## src/rtl/udp_encoder_buf_if.sv

```systemverilog
// Bus bundle for udp_encoder_buf: payload/header inputs from the source, framed words out.
// Carries out_ready only when OUT_READY_EN is defined.
interface udp_encoder_buf_if #(
    parameter int DATA_W = 32
);
    logic              start;
    logic              data_av;
    logic [DATA_W-1:0] data;
    logic [31:0]       src_ip;
    logic [31:0]       dest_ip;
    logic [15:0]       src_port;
    logic [15:0]       dest_port;
    logic [15:0]       len_in;
    logic              no_chksum;
`ifdef OUT_READY_EN
    logic              out_ready;
`endif
    logic [DATA_W-1:0] pkg_data;
    logic              wr_en;
    logic              fin;
    logic              busy;
    logic              err;

    modport master (
        output start, data_av, data, src_ip, dest_ip, src_port, dest_port, len_in, no_chksum,
`ifdef OUT_READY_EN
        output out_ready,
`endif
        input  pkg_data, wr_en, fin, busy, err
    );

    modport slave (
        input  start, data_av, data, src_ip, dest_ip, src_port, dest_port, len_in, no_chksum,
`ifdef OUT_READY_EN
        input  out_ready,
`endif
        output pkg_data, wr_en, fin, busy, err
    );
endinterface

```

## src/rtl/udp_encoder_buf.sv

```systemverilog
// Buffered UDP encoder: stores the payload, sums the UDP checksum, then emits header + payload.
// Optional OUT_READY_EN adds out_ready backpressure on the output stream.
module udp_encoder_buf #(
    parameter int DATA_W = 32,
    parameter int DEPTH  = 16
) (
    input  logic             clk,
    input  logic             reset,
    udp_encoder_buf_if.slave bus
);
    localparam int unsigned BYTES     = DATA_W / 8;
    localparam int unsigned HALVES    = BYTES / 2;
    localparam int unsigned LOG2B     = $clog2(BYTES);
    localparam int unsigned AW        = (DEPTH > 1) ? $clog2(DEPTH) : 1;
    localparam int unsigned CW        = $clog2(DEPTH + 1);
    localparam int unsigned HDR_WORDS = 64 / DATA_W;
    localparam int unsigned MAX_LEN   = DEPTH * BYTES;

    localparam logic [2:0] S_IDLE = 3'd0;
    localparam logic [2:0] S_LOAD = 3'd1;
    localparam logic [2:0] S_SUM  = 3'd2;
    localparam logic [2:0] S_HDR  = 3'd3;
    localparam logic [2:0] S_PAY  = 3'd4;

    logic [2:0]        r_state;
    logic [31:0]       r_src_ip;
    logic [31:0]       r_dest_ip;
    logic [15:0]       r_src_port;
    logic [15:0]       r_dest_port;
    logic [15:0]       r_len;
    logic              r_nochk;
    logic [CW-1:0]     r_nw;
    logic [CW-1:0]     r_cnt;
    logic              r_hidx;
    logic [31:0]       r_acc;
    logic [15:0]       r_chk;
    logic              r_err;
    logic [DATA_W-1:0] r_buf [DEPTH];

    logic              w_idle;
    logic [15:0]       w_len;
    logic [CW-1:0]     w_wcnt;
    logic [16:0]       w_nw17;
    logic [CW-1:0]     w_nw_start;
    logic [CW-1:0]     w_nw;
    logic              w_bad;
    logic              w_start_ok;
    logic              w_accept;
    logic              w_last_in;
    logic [DATA_W-1:0] w_masked;
    logic [31:0]       w_wsum;
    logic [15:0]       w_ulen;
    logic [31:0]       w_sum;
    logic [16:0]       w_f1;
    logic [15:0]       w_f2;
    logic [15:0]       w_chk;
    logic              w_adv;
    logic              w_out;
    logic              w_hdr_last;
    logic              w_pay_last;
    logic [63:0]       w_hdr64;
    logic [63:0]       w_hdr_sh;

    // In IDLE the start-cycle word is judged against the live len_in, not the latched copy
    assign w_idle     = (r_state == S_IDLE);
    assign w_len      = w_idle ? bus.len_in : r_len;
    assign w_wcnt     = w_idle ? '0 : r_cnt;
    assign w_nw17     = ({1'b0, bus.len_in} + 17'(BYTES - 1)) >> LOG2B;
    assign w_nw_start = CW'(w_nw17);
    assign w_nw       = w_idle ? w_nw_start : r_nw;
    assign w_bad      = (32'(bus.len_in) > MAX_LEN) || (bus.len_in > 16'd65527);
    assign w_start_ok = w_idle && bus.start && !w_bad;
    assign w_accept   = bus.data_av && ((w_start_ok && (w_nw_start != '0)) || (r_state == S_LOAD));
    assign w_last_in  = (w_wcnt == CW'(w_nw - 1'b1));

    always_comb begin
        w_masked = bus.data;
        for (int unsigned b = 0; b < BYTES; b++) begin
            if (32'(w_wcnt) * BYTES + b >= 32'(w_len))
                w_masked[DATA_W-1-8*b -: 8] = 8'h00;
        end
    end

    always_comb begin
        w_wsum = '0;
        for (int unsigned h = 0; h < HALVES; h++)
            w_wsum = w_wsum + 32'(w_masked[DATA_W-1-16*h -: 16]);
    end

    assign w_ulen = r_len + 16'd8;
    assign w_sum  = r_acc + 32'(r_src_ip[31:16]) + 32'(r_src_ip[15:0])
                  + 32'(r_dest_ip[31:16]) + 32'(r_dest_ip[15:0]) + 32'h0000_0011
                  + 32'(w_ulen) + 32'(w_ulen) + 32'(r_src_port) + 32'(r_dest_port);
    assign w_f1   = 17'(w_sum[31:16]) + 17'(w_sum[15:0]);
    assign w_f2   = 16'(w_f1[16]) + w_f1[15:0];
    assign w_chk  = r_nochk ? 16'h0000 : ((~w_f2 == 16'h0000) ? 16'hFFFF : ~w_f2);

`ifdef OUT_READY_EN
    assign w_adv = bus.out_ready;
`else
    assign w_adv = 1'b1;
`endif

    assign w_out      = (r_state == S_HDR) || (r_state == S_PAY);
    assign w_hdr_last = (r_hidx == 1'(HDR_WORDS - 1));
    assign w_pay_last = (r_cnt == CW'(r_nw - 1'b1));

    always_ff @(posedge clk or negedge reset) begin
        if (!reset) begin
            r_state     <= S_IDLE;
            r_src_ip    <= '0;
            r_dest_ip   <= '0;
            r_src_port  <= '0;
            r_dest_port <= '0;
            r_len       <= '0;
            r_nochk     <= 1'b0;
            r_nw        <= '0;
            r_cnt       <= '0;
            r_hidx      <= 1'b0;
            r_acc       <= '0;
            r_chk       <= '0;
            r_err       <= 1'b0;
        end else begin
            r_err <= w_idle && bus.start && w_bad;
            case (r_state)
                S_IDLE: begin
                    if (w_start_ok) begin
                        r_src_ip    <= bus.src_ip;
                        r_dest_ip   <= bus.dest_ip;
                        r_src_port  <= bus.src_port;
                        r_dest_port <= bus.dest_port;
                        r_len       <= bus.len_in;
                        r_nochk     <= bus.no_chksum;
                        r_nw        <= w_nw_start;
                        r_acc       <= w_accept ? w_wsum : '0;
                        r_cnt       <= w_accept ? CW'(1) : '0;
                        if ((w_nw_start == '0) || (w_accept && w_last_in))
                            r_state <= S_SUM;
                        else
                            r_state <= S_LOAD;
                    end
                end
                S_LOAD: begin
                    if (w_accept) begin
                        r_acc <= r_acc + w_wsum;
                        r_cnt <= r_cnt + 1'b1;
                        if (w_last_in)
                            r_state <= S_SUM;
                    end
                end
                S_SUM: begin
                    r_chk   <= w_chk;
                    r_hidx  <= 1'b0;
                    r_cnt   <= '0;
                    r_state <= S_HDR;
                end
                S_HDR: begin
                    if (w_adv) begin
                        if (w_hdr_last)
                            r_state <= (r_nw == '0) ? S_IDLE : S_PAY;
                        else
                            r_hidx <= 1'b1;
                    end
                end
                S_PAY: begin
                    if (w_adv) begin
                        if (w_pay_last)
                            r_state <= S_IDLE;
                        else
                            r_cnt <= r_cnt + 1'b1;
                    end
                end
                default: r_state <= S_IDLE;
            endcase
        end
    end

    always_ff @(posedge clk) begin
        if (w_accept)
            r_buf[w_wcnt[AW-1:0]] <= w_masked;
    end

    // Header is built as one 64-bit image; 32-bit builds take its halves in turn
    assign w_hdr64  = {r_src_port, r_dest_port, w_ulen, r_chk};
    assign w_hdr_sh = r_hidx ? {w_hdr64[31:0], 32'h0} : w_hdr64;

    always_comb begin
        bus.pkg_data = '0;
        if (r_state == S_HDR)
            bus.pkg_data = w_hdr_sh[63 -: DATA_W];
        else if (r_state == S_PAY)
            bus.pkg_data = r_buf[r_cnt[AW-1:0]];
    end

    assign bus.wr_en = w_out && w_adv;
    assign bus.fin   = w_out && w_adv &&
                       (((r_state == S_HDR) && w_hdr_last && (r_nw == '0)) ||
                        ((r_state == S_PAY) && w_pay_last));
    assign bus.busy  = !w_idle;
    assign bus.err   = r_err;
endmodule

```

## src/flat_wrapper.sv

```systemverilog
// flat-port wrapper written by rule: the top's interface ports become plain ports
module udp_encoder_buf_flat 
#(
    parameter int DATA_W = 32,
    parameter int DEPTH  = 16
)
  (clk, reset, bus_start, bus_data_av, bus_data, bus_src_ip, bus_dest_ip, bus_src_port, bus_dest_port, bus_len_in, bus_no_chksum, bus_pkg_data, bus_wr_en, bus_fin, bus_busy, bus_err);
  udp_encoder_buf_if #(.DATA_W(DATA_W)) bus_i ();
  input  logic clk;
  input  logic reset;
  input wire logic [$bits(bus_i.start)-1:0] bus_start;
  input wire logic [$bits(bus_i.data_av)-1:0] bus_data_av;
  input wire logic [$bits(bus_i.data)-1:0] bus_data;
  input wire logic [$bits(bus_i.src_ip)-1:0] bus_src_ip;
  input wire logic [$bits(bus_i.dest_ip)-1:0] bus_dest_ip;
  input wire logic [$bits(bus_i.src_port)-1:0] bus_src_port;
  input wire logic [$bits(bus_i.dest_port)-1:0] bus_dest_port;
  input wire logic [$bits(bus_i.len_in)-1:0] bus_len_in;
  input wire logic [$bits(bus_i.no_chksum)-1:0] bus_no_chksum;
  output wire logic [$bits(bus_i.pkg_data)-1:0] bus_pkg_data;
  output wire logic [$bits(bus_i.wr_en)-1:0] bus_wr_en;
  output wire logic [$bits(bus_i.fin)-1:0] bus_fin;
  output wire logic [$bits(bus_i.busy)-1:0] bus_busy;
  output wire logic [$bits(bus_i.err)-1:0] bus_err;
  assign bus_i.start = bus_start;
  assign bus_i.data_av = bus_data_av;
  assign bus_i.data = bus_data;
  assign bus_i.src_ip = bus_src_ip;
  assign bus_i.dest_ip = bus_dest_ip;
  assign bus_i.src_port = bus_src_port;
  assign bus_i.dest_port = bus_dest_port;
  assign bus_i.len_in = bus_len_in;
  assign bus_i.no_chksum = bus_no_chksum;
  assign bus_pkg_data = bus_i.pkg_data;
  assign bus_wr_en = bus_i.wr_en;
  assign bus_fin = bus_i.fin;
  assign bus_busy = bus_i.busy;
  assign bus_err = bus_i.err;
  udp_encoder_buf #(.DATA_W(DATA_W), .DEPTH(DEPTH)) u_core (.clk(clk), .reset(reset), .bus(bus_i));
endmodule
```

## config.mk

```make
export PLATFORM = sky130hd
export DESIGN_NAME = udp_encoder_buf_flat
export DESIGN_NICKNAME = d
export VERILOG_FILES = /design/src/rtl/udp_encoder_buf_if.sv /design/src/rtl/udp_encoder_buf.sv /design/src/flat_wrapper.sv
export SDC_FILE = /design/constraint.sdc
export NUM_CORES = 1
export LEC_CHECK = 0
export CAP_MARGIN = 20
export CORE_MARGIN = 4
export CORE_UTILIZATION = 55
export CTS_CLUSTER_SIZE = 20
export DETAILED_ROUTE_END_ITERATION = 10
export PLACE_DENSITY = 0.83
export SKIP_LAST_GASP = 1
export SYNTH_ARGS = -nofsm -noshare
export SYNTH_HDL_FRONTEND = slang
export SYNTH_SLANG_ARGS = --single-unit
```

## constraint.sdc

```tcl
create_clock -name clk -period 9.6 [get_ports clk]
set_input_delay 1.44 -clock clk [delete_from_list [all_inputs] [get_ports clk]]
set_output_delay 1.44 -clock clk [all_outputs]
set_load 0.005 [all_outputs]
```

==> impl_metrics.sql, run 1 <==
INSERT INTO impl_metrics (metric_group, metric, value, unit) VALUES
('run_status', 'outcome', 'finished clean', ''),
('timing', 'fin_worst_hold_slack', '0.487', 'ns'),
('clock_tree', 'tritoncts', 'done', ''),
('logic_synthesis', 'synth_top_area_frac', '0.446', ''),
('worst_setup_path', 'worstRegToRegCells', '39', ''),
('timing', 'min_period', '9.23', 'ns'),
('grt', 'wire_length_of_the_first_global_routing_pass', '146000', 'um'),
('timing', 'tightest_slew', '1.08', 'ns'),
('clock_tree', 'clkTransAtPathRegs', '0.06', 'ns'),
('logic_synthesis', 'post_synth_inst_count', '2534', ''),
('pwr', 'p_leak', '15.7', 'nW'),
('clock_tree', 'clock_insertion_delay_worst_skew', '0.64', 'ns'),
('drt', 'vias', '22800', ''),
('worst_setup_path', 'critical_path.endpoint_type', 'flop', ''),
('run', 'timing.max_cap.violations', '0', ''),
('logic_synthesis', 'synthDominantAreaCellType', 'sky130_fd_sc_hd__edfxtp_1', ''),
('logic_synthesis', 'syn_nets', '2888', ''),
('layout', 'fillerInstances', '4283', ''),
('logic_synthesis', 'postSynth.topFlopCell', 'sky130_fd_sc_hd__edfxtp_1', ''),
('clock_tree', 'cts-hold-fix-buffers', '0', ''),
('drt', 'ant_nets', '0', ''),
('placed_design', 'detailed_place.area', '37700', 'sq um'),
('placed_design', 'hpwl', '65800', 'um'),
('timing', 'hold_viol_final', '0', ''),
('worst_setup_path', 'critical-path-slowest-cell', 'sky130_fd_sc_hd__fa_1', ''),
('floorplanning', 'die_w', '258', 'um'),
('drt', 'drt_first_iter_violations', '2777', ''),
('pwr', 'power_density', '343', 'nW/um^2'),
('pwr', 'power', '0.0139', 'W'),
('worst_setup_path', 'cpMostUsedCell', 'sky130_fd_sc_hd__fa_1', ''),
('logic_synthesis', 'synth.top_cells.by_area', 'sky130_fd_sc_hd__edfxtp_1, sky130_fd_sc_hd__dfrtp_1, sky130_fd_sc_hd__mux4_2', ''),
('logic_synthesis', 'synth_edf_count', '512', ''),
('timing', 'slew_viol_final', '0', ''),
('clock_tree', 'cts_made_buffers', '72', ''),
('placed_design', 'buffer_ports.inserted', '184', ''),
('grt', 'globalRouteTotalUtil', '0.295', ''),
('floorplanning', 'dieArea', '66800', 'sq um'),
('worst_setup_path', 'arrival', '9.78', 'ns'),
('logic_synthesis', 'ys.warnings.count', '0', ''),
('drt', 'detailedRoute.firstPassIterationCount', '6', ''),
('pwr', 'power.ir.vdd_worst', '0.330', 'mV'),
('logic_synthesis', 'post_synth.cell_area_avg', '13.6', 'sq um'),
('grt', 'grt_pass1_vias', '23200', ''),
('timing', 'achievable-frequency', '108', 'MHz'),
('worst_setup_path', 'cp-start-kind', 'flop', ''),
('timing', 'worst_clock_skew', '0.0416', 'ns'),
('placed_design', 'finalWeightedCongestion', '0.996', ''),
('logic_synthesis', 'synth_seq_area_share', '0.573', ''),
('timing', 'period_share', '0.962', ''),
('layout', 'post_route_cell_area', '40400', 'sq um'),
('layout', 'post_route_cells_drive_above_1_share', '0.155', ''),
('clock_tree', 'h_tree_depth', '3', ''),
('logic_synthesis', 'async_flop_share', '0.256', ''),
('worst_setup_path', 'worstSetupPathType', 'reg -> reg', ''),
('grt', 'pin_count_of_the_biggest_net_entering_global_routing', '99', ''),
('grt', 'antenna_found_initial', '3', ''),
('logic_synthesis', 'yosys.cell_types.count', '81', ''),
('worst_hold_path', 'hold_path_class', 'reg -> reg', ''),
('floorplanning', 'top_level_ports', '185', ''),
('floorplanning', 'die_height', '258', 'um'),
('worst_hold_path', 'worst_hold_path_cell_count', '2', ''),
('drt', 'detail_route.wl_per_cell', '26.8', 'um'),
('floorplanning', 'std_cell_rows', '91', ''),
('logic_synthesis', 'cell_area_after_synthesis', '34500', 'sq um'),
('drt', 'avgViaCountPerCell', '6.20', ''),
('timing', 'slew_headroom', '0.277', ''),
('drt', 'drc_errors', '0', ''),
('drt', 'finalWirelength', '98600', 'um'),
('worst_setup_path', 'critical-path-max-stage-delay', '0.55', 'ns'),
('worst_setup_path', 'critPathMaxFanout', '7', ''),
('grt', 'overflow', '0', ''),
('floorplanning', 'core', '61900', 'sq um'),
('clock_tree', 'cts-root-buf', 'sky130_fd_sc_hd__clkbuf_16', ''),
('worst_setup_path', 'critPathRequiredTime', '10.15', 'ns'),
('logic_synthesis', 'ys_seq_elements', '688', ''),
('timing', 'setup_viol', '0', ''),
('layout', 'finalNetCount', '3131', ''),
('clock_tree', 'clockBufferDepth', '3', ''),
('clock_tree', 'tritoncts_num_sinks', '688', ''),
('floorplanning', 'initial_utilization', '0.557', ''),
('layout', 'layout-area-overhead-vs-synth', '17.1', '%');
[synth_stat cells (9+ instances only)]
library cell               number
sky130_fd_sc_hd__clkbuf_1      82
sky130_fd_sc_hd__edfxtp_1     512
sky130_fd_sc_hd__nand2_1      367
sky130_fd_sc_hd__nand3_1       43
sky130_fd_sc_hd__o21ai_0       58
sky130_fd_sc_hd__dfrtp_1      176
sky130_fd_sc_hd__nand2_2       10
sky130_fd_sc_hd__xor2_1        39
sky130_fd_sc_hd__nand2b_1      12
sky130_fd_sc_hd__nor4_1        11
sky130_fd_sc_hd__or3_1         18
sky130_fd_sc_hd__a22oi_1       22
sky130_fd_sc_hd__and2_1        33
sky130_fd_sc_hd__a21oi_1       73
sky130_fd_sc_hd__ha_1         108
sky130_fd_sc_hd__and3_1        13
sky130_fd_sc_hd__nor2b_1       30
sky130_fd_sc_hd__a31oi_1       14
sky130_fd_sc_hd__nor3_1        23
sky130_fd_sc_hd__mux2i_1       31
sky130_fd_sc_hd__nor2_1       150
sky130_fd_sc_hd__o32ai_1       11
sky130_fd_sc_hd__buf_1         19
sky130_fd_sc_hd__o21a_1        15
sky130_fd_sc_hd__inv_1        179
sky130_fd_sc_hd__a21o_1        18
sky130_fd_sc_hd__o22ai_1       28
sky130_fd_sc_hd__mux4_2       160
sky130_fd_sc_hd__a211oi_1       9
sky130_fd_sc_hd__fa_1          97
sky130_fd_sc_hd__xnor2_1       76
[per-stage QoR]
stage	std cells	utilization	setup slack [ns]	setup TNS [ns]
final	3672	0.652	0.369	0
after global routing	3670	0.652	-0.0438	-0.414
after CTS	3665	0.648	0.0283	0
after detailed placement	3531	0.609	-0.198	-2.23
after global placement	3526	0.608	0.0575	0
after floorplan	2534	-	0.656	0
[layer usage]
layer	GRT usage	wire [um]	vias to the layer above
li1	-	-	9713
met1	0.379	35700	11400
met2	0.488	47800	1320
met3	0.0653	9610	295
met4	0.131	5440	4
met5	0	28	-
[registers in the layout, summed over array words and instances (netlist names)]
register and cells:
u_core.r_src_port 16, u_core.r_buf 512, u_core.r_acc 32, u_core.r_dest_ip 32
u_core.r_len 16, u_core.r_state 3, u_core.r_dest_port 16, u_core.r_nw 5
u_core.r_nochk 1, u_core.r_chk 16, u_core.r_cnt 5, u_core.bus.err 1
u_core.r_hidx 1, u_core.r_src_ip 32
[worst paths after layout]
check	end	startpoint	slack (ns)
max	u_core.r_chk[10]	u_core.r_len[5]	0.37
min	u_core.r_src_ip[10]	u_core.r_src_ip[10]	0.49
max reg2reg	u_core.r_chk[10]	u_core.r_len[5]	0.37
min reg2reg	u_core.r_src_ip[10]	u_core.r_src_ip[10]	0.49
max in group asynchronous	u_core.r_dest_port[8]	reset	7.50
min in group asynchronous	u_core.r_acc[17]	reset	0.80
[placed cells by master, fill, tap and decap left out, drive strengths merged, types with 18 or more instances in the layout]
cell type      instances
inv                  183
nand2                377
nor2b                 31
nor3                  23
dfrtp                176
xor2                  39
buf                   87
and2                  33
mux4                 160
o21ai                 60
ha                   108
o22ai                 28
nand3                 43
xnor2                 76
fa                    97
clkinv                23
edfxtp               512
a22oi                 23
a21o                  18
a21oi                 74
clkbuf               100
clkdlybuf4s50        183
mux2i                 31
nor2                 150
or3                   18
[power breakdown]
part,switching [W],internal (W),total [W]
Combinational,0.00442,0.00283,0.00725
Sequential,0.000195,0.00361,0.00381
Clock,0.00120,0.00160,0.00279
[kinds of logic after synthesis]
group                    synth area share
XOR/XNOR                           0.0292
flip-flops                          0.573
AO/OA/AOI/OAI                      0.0591
buffers and inverters              0.0312
multiplexers                        0.114
adder cells (fa/ha/maj)            0.0954
AND/OR/NAND/NOR                    0.0980
[critical path: cells and delay by family, from the launching register on]
kind,cells,cell delay [ns]
xor+xnor,2,0.26
buf+inv,3,0.32
simple gates,15,3.13
flops,1,0.42
compound gates,11,2.07
fa+ha+maj,8,3.00
[area by class of cell]
class / instances / area, sq um / share of cell area
diodes: 2 / 5.00 / 0.000124
clock buffers: 98 / 1970 / 0.0488
clock inverters: 32 / 385 / 0.00954
inverters: 180 / 676 / 0.0167
multi-input cells: 1563 / 14000 / 0.346
flip-flops and latches: 688 / 19800 / 0.490
well taps: 837 / 1050 / 0.0259
repair buffers: 272 / 2550 / 0.0630
[repair_timing]
item	CTS	global route
setup buffers	4	2
setup endpoints to repair	14	16
gates resized for setup	3	43
pin swaps	1	8
Note: power is estimated with default switching activity, not from simulation.
==> run 2, diff against run 1 <==
Settings changed: GPL_TIMING_DRIVEN set to 0, RECOVER_POWER set to 50, SETUP_SLACK_MARGIN set to 0.2.
==> impl_metrics.sql, run 2 (same netlist as run 1, synthesis figures left out) <==
INSERT INTO impl_metrics (metric_group, metric, value, unit) VALUES
('layout', 'fillerInstances', '4163', ''),
('worst_setup_path', 'critPathRequiredTime', '10.17', 'ns'),
('timing', 'slew_headroom', '-1.22', ''),
('timing', 'worst_clock_skew', '0.0493', 'ns'),
('worst_setup_path', 'cpMostUsedCell', 'sky130_fd_sc_hd__fa_1', ''),
('timing', 'hold_viol_final', '0', ''),
('pwr', 'p_leak', '15.9', 'nW'),
('timing', 'layout_setup_ws', '0.324', 'ns'),
('placed_design', 'finalWeightedCongestion', '1.01', ''),
('worst_setup_path', 'cp-start-kind', 'flop', ''),
('run_status', 'outcome', 'complete, but fails checks', ''),
('floorplanning', 'core', '61900', 'sq um'),
('clock_tree', 'tritoncts', 'done', ''),
('drt', 'finalWirelength', '107000', 'um'),
('worst_setup_path', 'critical_path.endpoint_type', 'flop', ''),
('clock_tree', 'cts_made_buffers', '72', ''),
('layout', 'finalNetCount', '3233', ''),
('layout', 'post_route_cells_drive_above_1_share', '0.152', ''),
('timing', 'period_share', '0.966', ''),
('layout', 'layout_commonest_cell', 'sky130_fd_sc_hd__edfxtp_1', ''),
('timing', 'setup_viol', '0', ''),
('clock_tree', 'h_tree_depth', '3', ''),
('clock_tree', 'clockBufferDepth', '3', ''),
('layout', 'largest_register_ff_count', '512', ''),
('grt', 'pin_count_of_the_biggest_net_entering_global_routing', '129', ''),
('worst_setup_path', 'critPathMaxFanout', '5', ''),
('grt', 'grt_most_used_layer', 'met2', ''),
('pwr', 'power.ir.vdd_worst', '0.361', 'mV'),
('run', 'timing.max_cap.violations', '14', ''),
('grt', 'antenna_found_initial', '5', ''),
('clock_tree', 'tritoncts_num_sinks', '688', ''),
('drt', 'drc_errors', '0', ''),
('drt', 'ant_nets', '0', ''),
('floorplanning', 'initial_utilization', '0.557', ''),
('grt', 'grtUsageMet3', '0.0740', ''),
('placed_design', 'placed_cells_incl_taps', '3591', ''),
('pwr', 'power_density', '348', 'nW/um^2'),
('worst_hold_path', 'hold_path_class', 'reg -> reg', ''),
('grt', 'met2_global_route_usage', '0.516', ''),
('drt', 'detail_route.wl_per_cell', '28.4', 'um'),
('timing', 'tightest_slew', '3.33', 'ns'),
('timing', 'rsz_0062_raised_after_global_routing', 'false', ''),
('clock_tree', 'cts-root-buf', 'sky130_fd_sc_hd__clkbuf_16', ''),
('floorplanning', 'std_cell_rows', '91', ''),
('timing', 'fin_worst_hold_slack', '0.490', 'ns'),
('timing', 'min_period', '9.28', 'ns'),
('clock_tree', 'clkTransAtPathRegs', '0.06', 'ns'),
('worst_setup_path', 'worstSetupPathType', 'reg -> reg', ''),
('floorplanning', 'die_height', '258', 'um'),
('placed_design', 'hpwl', '74200', 'um'),
('drt', 'detailedRoute.firstPassIterationCount', '6', ''),
('layout', 'layout-area-overhead-vs-synth', '19.3', '%'),
('layout', 'final_util', '0.664', ''),
('worst_setup_path', 'critical-path-max-stage-delay', '0.56', 'ns'),
('floorplanning', 'die_w', '258', 'um'),
('timing', 'fin_setup_tns', '0', 'ns'),
('timing', 'slew_viol_final', '335', ''),
('floorplanning', 'dieArea', '66800', 'sq um'),
('placed_design', 'buffer_ports.inserted', '180', ''),
('grt', 'wire_length_of_the_first_global_routing_pass', '157000', 'um'),
('layout', 'final_cells', '3775', ''),
('drt', 'vias', '23900', ''),
('worst_setup_path', 'arrival', '9.84', 'ns'),
('timing', 'achievable-frequency', '108', 'MHz'),
('run_status', 'failing_checks', 'max-capacitance violations, max-slew violations', ''),
('grt', 'overflow', '0', ''),
('clock_tree', 'cts-hold-fix-buffers', '0', ''),
('drt', 'avgViaCountPerCell', '6.32', ''),
('placed_design', 'preCtsSetupSlack', '-0.673', 'ns'),
('drt', 'drt_first_iter_violations', '3504', ''),
('worst_setup_path', 'critical-path-slowest-cell', 'sky130_fd_sc_hd__fa_1', ''),
('grt', 'grt_pass1_vias', '24400', ''),
('floorplanning', 'top_level_ports', '185', ''),
('grt', 'gr-usage-met1', '0.399', ''),
('layout', 'layout.cells.most_common_list', 'sky130_fd_sc_hd__edfxtp_1, sky130_fd_sc_hd__nand2_1, sky130_fd_sc_hd__inv_1', ''),
('clock_tree', 'clock_insertion_delay_worst_skew', '0.65', 'ns'),
('grt', 'globalRouteTotalUtil', '0.318', '');
## run 2: cell types whose count changed in the layout (fill, tap and decap cells not counted), moves of 6 or more
cell / change
sky130_fd_sc_hd__buf_12: +9
sky130_fd_sc_hd__buf_4: -36
sky130_fd_sc_hd__buf_8: +11
sky130_fd_sc_hd__nor2_4: -8
sky130_fd_sc_hd__clkdlybuf4s50_1: -7
sky130_fd_sc_hd__ha_1: -6
sky130_fd_sc_hd__nor2_1: +7
sky130_fd_sc_hd__and2_0: +13
sky130_fd_sc_hd__clkbuf_1: +98
sky130_fd_sc_hd__and2_1: -14
sky130_fd_sc_hd__buf_1: +14
## run 2: power breakdown
part,internal (W),total [W],switching [W]
registers,0.00361,0.00378,0.000162
logic,0.00295,0.00760,0.00465
clock network,0.00169,0.00293,0.00123
total,0.00826,0.0143,0.00605
## run 2: through the flow
step | instance area, sq um | power (W)
after global placement | 37400 | 0.0104
after CTS | 40900 | 0.0139
after global routing | 41100 | 0.0150
after detailed placement | 38000 | 0.0107
after floorplan | 34500 | 0.00862
final | 41200 | 0.0143
## run 2: cell type report
type	instances	area, sq um	area share
well taps	837	1050	0.0254
clock inverters	38	572	0.0139
clock buffers	91	1890	0.0460
flip-flops and latches	688	19800	0.481
multi-input cells	1563	14100	0.342
inverters	180	676	0.0164
repair buffers	271	2670	0.0649
diodes	4	10.0	0.000243
plain buffers	103	417	0.0101
## run 2: layer usage
| metal | share of wire | routed length, um |
|---|---|---|
| met4 | 0.068 | 7320 |
| met5 | 0.00027 | 29 |
| met3 | 0.11 | 11400 |
| met1 | 0.34 | 36900 |
| met2 | 0.48 | 51400 |
## run 2: worst paths after layout
path / slack [ns] / from / endpoint / cells after the start
min reg2reg: 0.49 / u_core.r_src_ip[9] / u_core.r_src_ip[9] / 2
max reg2reg: 0.32 / u_core.r_len[4] / u_core.r_chk[1] / 40
max in group asynchronous: 3.19 / reset / u_core.r_len[5] / 2
min: 0.49 / u_core.r_src_ip[9] / u_core.r_src_ip[9] / 2
min in group asynchronous: 1.74 / reset / u_core.r_dest_ip[1] / 1
max: 0.32 / u_core.r_len[4] / u_core.r_chk[1] / 40
## run 2: repair_timing
item / CTS / global route
setup buffers: 18 / 18
cloned: 1 / 0
setup endpoints to repair: 35 / 32
resized for setup: 59 / 48
pin swaps: 11 / 38
## run 2: worst max-delay path: cells and delay by family, from the launching register on
family          cells  cell delay (ns)
flops               1             0.44
fa+ha+maj           8             2.85
compound gates     11             2.14
simple gates       15             3.05
xor+xnor            3             0.38
buf+inv             3             0.33
